[src/rtl/po2_net_pkg.sv]
// Shared types and fixed-point helpers for the po2 neuron datapath.
// Width-generic helpers work on a MAX_AW container; callers slice to their width.
package po2_net_pkg;

  typedef enum logic [1:0] {
    IDLE   = 2'd0,
    ACCUM  = 2'd1,
    BIAS   = 2'd2,
    NARROW = 2'd3
  } state_e;

  localparam int unsigned MAX_AW = 128;

  // Sign-extend the low src_w bits of x across the whole container.
  function automatic logic signed [MAX_AW-1:0] sext_acc(input logic [MAX_AW-1:0] x,
                                                         input int unsigned src_w);
    logic signed [MAX_AW-1:0] t;
    t = x << (MAX_AW - src_w);
    return t >>> (MAX_AW - src_w);
  endfunction

  // Single-width Q(I).(W-I) to double-width Q(2I).(2W-2I), sign-extended.
  function automatic logic signed [MAX_AW-1:0] pad_to_double(input logic [MAX_AW-1:0] x,
                                                              input int unsigned w,
                                                              input int unsigned i);
    return sext_acc(x, w) <<< (w - i);
  endfunction

endpackage

[src/rtl/po2_narrow_sat.sv]
// Combinational narrowing of the AW-bit accumulator to a saturated W-bit Q(I).(W-I).
// Build option: PO2_ACC_RELU_EN clamps any negative sum to zero without flagging saturation.
module po2_narrow_sat
  import po2_net_pkg::*;
#(
  parameter int W  = 16,
  parameter int I  = 4,
  parameter int AW = 37
) (
  input  logic [AW-1:0] i_acc,
  output logic [W-1:0]  o_value,
  output logic          o_sat
);

  localparam int LSB = W - I;
  localparam int MSB = 2 * W - I - 1;

  logic              w_sign;
  logic              w_fits;
  logic [AW-1-MSB:0] w_upper;
  logic              w_unused_frac;

  assign w_sign        = i_acc[AW-1];
  assign w_upper       = i_acc[AW-1:MSB];
  assign w_fits        = (w_upper == '0) || (w_upper == '1);
  // Fraction bits below the kept window are dropped: truncation toward -inf.
  assign w_unused_frac = ^i_acc[LSB-1:0];

  // NOTE: every output gets a default first so no path through the block infers a latch.
  always_comb begin
    o_value = i_acc[MSB:LSB];
    o_sat   = 1'b0;
`ifdef PO2_ACC_RELU_EN
    if (w_sign) begin
      o_value = '0;
    end else if (!w_fits) begin
      o_value = {1'b0, {(W-1){1'b1}}};
      o_sat   = 1'b1;
    end
`else
    if (!w_fits) begin
      o_value = w_sign ? {1'b1, {(W-1){1'b0}}} : {1'b0, {(W-1){1'b1}}};
      o_sat   = 1'b1;
    end
`endif
  end

endmodule

[src/rtl/po2_dot_accumulate.sv]
// Accumulates N double-width po2 products plus a bias and emits a saturated W-bit activation.
// Build option: PO2_ACC_RELU_EN (fused ReLU in the narrowing stage, see po2_narrow_sat).
module po2_dot_accumulate
  import po2_net_pkg::*;
#(
  parameter int W = 16,
  parameter int I = 4,
  parameter int N = 8
) (
  input  logic           clk,
  input  logic           rst_n,
  input  logic           start,
  input  logic [W-1:0]   bias,
  input  logic [2*W-1:0] prod_in,
  input  logic           prod_v,
  output logic [W-1:0]   out,
  output logic           out_v,
  output logic           saturated,
  output logic           busy,
  output logic           prod_drop
);

  // Guard bits cover N full-scale products plus the bias without wrapping.
  localparam int AW = 2 * W + $clog2(N) + 1;
  localparam int CW = (N > 1) ? $clog2(N) : 1;

  state_e               r_state;
  logic signed [AW-1:0] r_acc;
  logic [CW-1:0]        r_count;
  logic [W-1:0]         r_bias;
  logic [W-1:0]         r_out;
  logic                 r_out_v;
  logic                 r_sat;
  logic                 r_prod_drop;

  logic signed [MAX_AW-1:0] w_prod_full;
  logic signed [MAX_AW-1:0] w_bias_full;
  logic signed [AW-1:0]     w_prod_ext;
  logic signed [AW-1:0]     w_bias_ext;
  logic [W-1:0]             w_nar_val;
  logic                     w_nar_sat;

  assign w_prod_full = sext_acc(MAX_AW'(prod_in), 2 * W);
  assign w_bias_full = pad_to_double(MAX_AW'(r_bias), W, I);
  assign w_prod_ext  = w_prod_full[AW-1:0];
  assign w_bias_ext  = w_bias_full[AW-1:0];

  po2_narrow_sat #(
    .W  (W),
    .I  (I),
    .AW (AW)
  ) u_narrow (
    .i_acc   (r_acc),
    .o_value (w_nar_val),
    .o_sat   (w_nar_sat)
  );

  // NOTE: sequential state uses non-blocking assignments so every register samples pre-edge values.
  always_ff @(posedge clk or negedge rst_n) begin
    if (!rst_n) begin
      r_state     <= IDLE;
      r_acc       <= '0;
      r_count     <= '0;
      r_bias      <= '0;
      r_out       <= '0;
      r_out_v     <= 1'b0;
      r_sat       <= 1'b0;
      r_prod_drop <= 1'b0;
    end else begin
      r_out_v <= 1'b0;
      if (prod_v && (r_state != ACCUM)) r_prod_drop <= 1'b1;
      case (r_state)
        IDLE: begin
          if (start) begin
            r_acc       <= '0;
            r_count     <= '0;
            r_bias      <= bias;
            r_prod_drop <= prod_v;
            r_state     <= ACCUM;
          end
        end
        ACCUM: begin
          if (prod_v) begin
            r_acc   <= r_acc + w_prod_ext;
            r_count <= r_count + 1'b1;
            if (r_count == CW'(N - 1)) r_state <= BIAS;
          end
        end
        BIAS: begin
          r_acc   <= r_acc + w_bias_ext;
          r_state <= NARROW;
        end
        NARROW: begin
          r_out   <= w_nar_val;
          r_sat   <= w_nar_sat;
          r_out_v <= 1'b1;
          r_state <= IDLE;
        end
        default: r_state <= IDLE;
      endcase
    end
  end

  assign out       = r_out;
  assign out_v     = r_out_v;
  assign saturated = r_sat;
  assign busy      = (r_state != IDLE);
  assign prod_drop = r_prod_drop;

endmodule

[config.mk]
export PLATFORM = sky130hd
export DESIGN_NAME = po2_dot_accumulate
export DESIGN_NICKNAME = d
export VERILOG_FILES = /design/src/rtl/po2_net_pkg.sv /design/src/rtl/po2_narrow_sat.sv /design/src/rtl/po2_dot_accumulate.sv
export SDC_FILE = /design/constraint.sdc
export NUM_CORES = 1
export LEC_CHECK = 0
export CAP_MARGIN = 20
export CORE_MARGIN = 1.5
export CORE_UTILIZATION = 37
export CTS_BUF_LIST = sky130_fd_sc_hd__clkbuf_8
export CTS_CLUSTER_DIAMETER = 80
export DETAILED_ROUTE_END_ITERATION = 12
export PLACE_DENSITY_LB_ADDON = 0.3
export SYNTH_ARGS = -nofsm -noshare
export SYNTH_HDL_FRONTEND = slang
export SYNTH_SLANG_ARGS = --single-unit
[constraint.sdc]
create_clock -name clk -period 3.3 [get_ports clk]
set_input_delay 0.66 -clock clk [delete_from_list [all_inputs] [get_ports clk]]
set_output_delay 0.66 -clock clk [all_outputs]
set_load 0.005 [all_outputs]
Word level (Yosys, flattened, before mapping)
Cells that the tools add are included.
{ "word_totals": {"reg_bits": 76, "wordCells": 48} }
{ "op_classes": {"mux": 17, "n_addsub": 3, "eq_ne": 9, "n_reduce_logical": 11} }
{ "op_table": {"columns": ["op", "n"], "rows": [
  ["$pmux 36 s3", 1],
  ["$mux 36", 2],
  ["$add 36x28->36", 1],
  ["$add 36x32->36", 1],
  ["$mux 16", 2],
  ["$eq 9x9->1 const B", 1],
  ["$logic_not 9->1", 1],
  ["$reduce_and 3->1", 3],
  ["$pmux 2 s4", 1],
  ["$mux 2", 3],
  ["$mux 3", 2],
  ["$ne 2x2->1 const B", 3],
  ["$pmux 3 s2", 1],
  ["$mux 1", 5],
  ["$eq 2x2->1 const B", 2],
  ["$reduce_bool 2->1", 2],
  ["$add 3x1->3 const B", 1],
  ["$eq 3x3->1 const B", 1],
  ["$reduce_bool 3->1", 1],
  ["$eq 2x1->1 const B", 1],
  ["$logic_not 2->1", 1],
  ["$ne 2x1->1 const B", 1],
  ["$reduce_and 2->1", 1],
  ["$logic_and 1x1->1", 1],
  ["$logic_or 1x1->1", 1]
]} }

Longest topological paths before layout
{ "logic_depth": {"word_depth": 5, "depth_mapped": 12} }

Hierarchy
A second synthesis with hierarchy kept.
{ "unflattened": {"hier_cells": 737, "area_unflattened_um2": 6593.8} }
{ "modules_own_cells": {"columns": ["module", "instances", "seq_area_each_um2", "cells_per_inst", "area_per_inst_um2"], "rows": [
  ["po2_dot_accumulate", 1, 1901.8, 692, 6293.5],
  ["po2_narrow_sat", 1, 0.0, 45, 300.3]
]} }

Worst setup path after synthesis
No wires, ideal clock.
{ "synth_path": {"path_kind": "input to register", "startpoint": "in prod_in[0]", "endpoint": "reg r_acc[34]", "cell_stages": 11, "slack_ns": 0.060, "arrival_time_ns": 3.114, "path_cell_list": "ha_1 fa_1 a211oi_1 o21bai_1 a211oi_2 o22ai_1 o41ai_4 o31ai_1 xor2_1 a221oi_1 nand2_1"} }
{ "synth_between": {"elab_chain_len": 3} }
{ "synth_lines": {"columns": ["element", "line", "text"], "rows": [
  ["start, declared", "po2_dot_accumulate.sv:14", "input logic [2*W-1:0] prod_in,"],
  ["$add 36x32->36", "po2_dot_accumulate.sv:84", "r_acc <= r_acc + w_prod_ext;"],
  ["$mux 36", "po2_dot_accumulate.sv:83", "if (prod_v) begin"],
  ["$pmux 36 s3", "po2_dot_accumulate.sv:72", "case (r_state)"],
  ["end signal, assigned", "po2_dot_accumulate.sv:84", null],
  ["end signal, assigned", "po2_dot_accumulate.sv:90", "r_acc <= r_acc + w_bias_ext;"],
  ["end, declared", "po2_dot_accumulate.sv:28", "logic signed [AW-1:0] r_acc;"]
]} }
No other way between the ends. The select of a mux whose other input is x is not followed.
A chain may end at the register's enable or synchronous reset.

Final worst setup path
{ "layout_path": {"startpoint": "in prod_in[15]", "endpoint": "reg r_acc[33]"} }
The elaborated chain is that of the path after synthesis.

==> qor.csv <==
metric,value,unit
clock-pin transition on the worst setup and hold timing paths,90,ps
Vias,5880,
Adder-Cell Fraction of Synth Area,0.135,
CTS Buffer Depth,2,
"delay-heaviest family, CP",compound AO/OA/AOI/OAI gates,
gr usage total,0.204,
Layout fillers,1571,
Crit path required time,3610,ps
initial core utilization,0.380,
CP max-delay cell,clkdlybuf4s50_1,
gpl congestion,0.892,
arrival time worst endpoint,3430,ps
multiplexer area fraction after synthesis,0.0424,
first-pass GRT wire length,29000,µm
die width,134,µm
I/O pin total,72,
leakage dissipation,3.64,nW
Post-Route WL,17400,µm
synth warn,0,
Final Max Tran Viols,0,
Syn-to-layout area delta,28.4,%
CP bufs+invs,2,
clk sinks,76,
final setup margin,182,ps
Post-synth EDFFs,0,
Tcrit/Tclk final,0.945,
Most common cell on crit path,and4_1,
drc violations,0,
"Remaining Overflow, GRT",0,
WS Path Type,in2reg,
R2R setup slack,190,ps
final hold violations,0,
setup violators final,0,
"Critical Path, Cell by Cell","clkdlybuf4s50_1, ha_1, buf_4, and4_1, and4_1, nand2_1, a21o_1, a2111oi_4, o41ai_2, nand2b_1, mux2_4, o21ai_2",
die area,17900,µm²
Detail Placement HPWL,13600,µm
Power Density,885,nW/µm²
Final Non-Filler Cells,1082,
synth unique cells,68,
first-pass iteration count of the detailed router,5,
Placed Cells,1064,
Avg WL per Cell,16.1,µm
# diodes,0,
CP peak stage delay,440,ps
Peak VDD IR,0.405,mV
RSZ-0062 raised after global routing,false,
Mapped Area,6320,µm²
fin crit period,3120,ps
"FFs w/ async S/R, synth",1.00,
Max Cap Viol,0,
fin nets,976,
Simple-Gate Fraction of Synth Area,0.145,
post-route ant nets,0,
complex-gate fraction of the synthesized area,0.281,
post-synthesis sequential area ratio,0.301,
"Max FO, Critical Path",4,
H-tree depth,3,
cts hold-fix bufs,0,
Die Y,134,µm
initial antenna violation count,0,
TritonCTS clock tree,yes,
clock skew,10.9,ps
CTS Buf Count,9,
"worst slack, placed",-487,ps
First DRT Iteration DRCs,454,
Hold Crit Class,in2async,
syn nets,843,
number of global-route vias before repair,5622,
most frequent cells in the layout,"buf_4 (82), a21oi_1 (76), dfrtp_1 (76), clkdlybuf4s50_1 (68), ha_1 (64)",
dominant synthesized flop cell,dfrtp_1,
"commonest non-fill, non-tap cell in the layout",buf_4,
# rows,47,
DR vias/cell,5.43,
root cell of the clock tree,clkbuf_8,
Seq cells post-synth,76,
Highest Clock Rate,321,MHz
Worst Setup End Kind,register,
Slew HR,0.367,
CP startpoint kind,input port,
Synth Area in XOR/XNOR,0.0638,
main combinational cell family by area after synthesis,compound AO/OA/AOI/OAI gates,
largest net degree at the start of global routing,77,
"Clk Latency, worst-skew pair",370,ps
cell count after synthesis,724,
status,"finished, final reports clean",
measured slew at the worst slew-check pin,946,ps
core area,16600,µm²
layout cells sized above 1,0.166,
"Avg Cell Area, Syn",8.73,µm²
input/output buffers,71,
-- layer usage --
layer	track usage	part of all wire
met5	0	0
met4	0.0628	0.014
met3	0.0236	0.040
met2	0.305	0.43
met1	0.306	0.52
-- logic make-up after synthesis --
logic type / after synthesis
flip-flops: 76
adder cells (fa/ha/maj): 67
AO/OA/AOI/OAI: 263
buffers and inverters: 54
XOR/XNOR: 46
AND/OR/NAND/NOR: 194
multiplexers: 24
-- metrics by stage --
stage               power (mW)   util  hold WS (ps)  instance area [µm²]  TNS (ps)
floorplan                 4.74      -           364                 6320         0
finish                    7.18  0.487           235                 8110         0
detailed placement        6.31  0.469           476                 7800     -4060
CTS                       7.13  0.482           487                 8030         0
global route              7.80  0.487           264                 8110         0
global placement          6.28  0.469           470                 7800     -3550
-- registers in the layout, indices dropped and copies added, names as in the netlist --
name,cells
out,16
prod_drop,1
out_v,1
r_count,3
r_state,2
saturated,1
r_bias,16
r_acc,36
-- synth_stat cells, types with 5 or more instances --
master | number | area share
dfrtp_1 | 76 | 0.30
and3_1 | 5 | 0.0050
o21ai_1 | 26 | 0.021
nand2_1 | 54 | 0.032
mux2i_1 | 5 | 0.0079
nand4_1 | 8 | 0.0079
a211oi_1 | 13 | 0.015
a22o_1 | 10 | 0.014
xnor2_1 | 29 | 0.040
and2_1 | 5 | 0.0050
nor2_1 | 58 | 0.034
inv_1 | 22 | 0.013
clkbuf_1 | 29 | 0.017
ha_1 | 65 | 0.13
o21bai_1 | 7 | 0.0083
nand3_1 | 19 | 0.015
a221oi_1 | 7 | 0.0097
nor3_1 | 15 | 0.012
mux2_2 | 17 | 0.030
a22oi_1 | 12 | 0.014
o21a_1 | 6 | 0.0071
o21ai_0 | 34 | 0.027
a21oi_1 | 76 | 0.060
xor2_1 | 17 | 0.024
a31oi_1 | 6 | 0.0059
nor2b_1 | 5 | 0.0050
nand2b_1 | 7 | 0.0069
a21o_1 | 22 | 0.026
-- what timing repair did --
item / CTS / global route
endpoints found under the setup margin: 2 / 11
pin swaps: 2 / 15
resized for setup: 2 / 12
endpoints found under the hold margin: 0 / 0
buffers inserted: 0 / 2
-- worst register-to-register path: cells and delay by family (launching register included) --
| family | cells | cell delay [ps] |
|---|---|---|
| and+or+nand+nor | 2 | 300 |
| AOI/OAI and AO/OA | 6 | 1630 |
| DFF | 1 | 410 |
| muxes | 1 | 370 |
| adders and majority gates | 1 | 360 |
-- where the power goes --
part / switching [mW] / internal [mW]
Combinational: 2.55 / 2.23
Clock: 0.385 / 0.376
Sequential: 0.333 / 1.30
Total: 3.27 / 3.91
-- final cells by class --
class | instances | area [µm²] | area share
multi-input combinational | 594 | 4280 | 0.528
sequential | 76 | 1900 | 0.234
timing repair buffer | 154 | 1360 | 0.168
inverter | 22 | 82.6 | 0.0102
tap | 220 | 275 | 0.0339
clock inverter | 6 | 72.6 | 0.00895
clock buffer | 10 | 138 | 0.0170
-- final timing paths --
kind                       depth (start not counted)         to   startpoint
max                                               12  r_acc[33]  prod_in[15]
min                                                1  r_bias[6]        rst_n
max reg2reg                                       10  r_acc[34]    r_acc[18]
min reg2reg                                        2   r_acc[4]     r_acc[4]
max in group asynchronous                          2  r_acc[25]        rst_n
min in group clk                                   2   r_acc[4]     r_acc[4]
(Power assumes the default switching activity.)
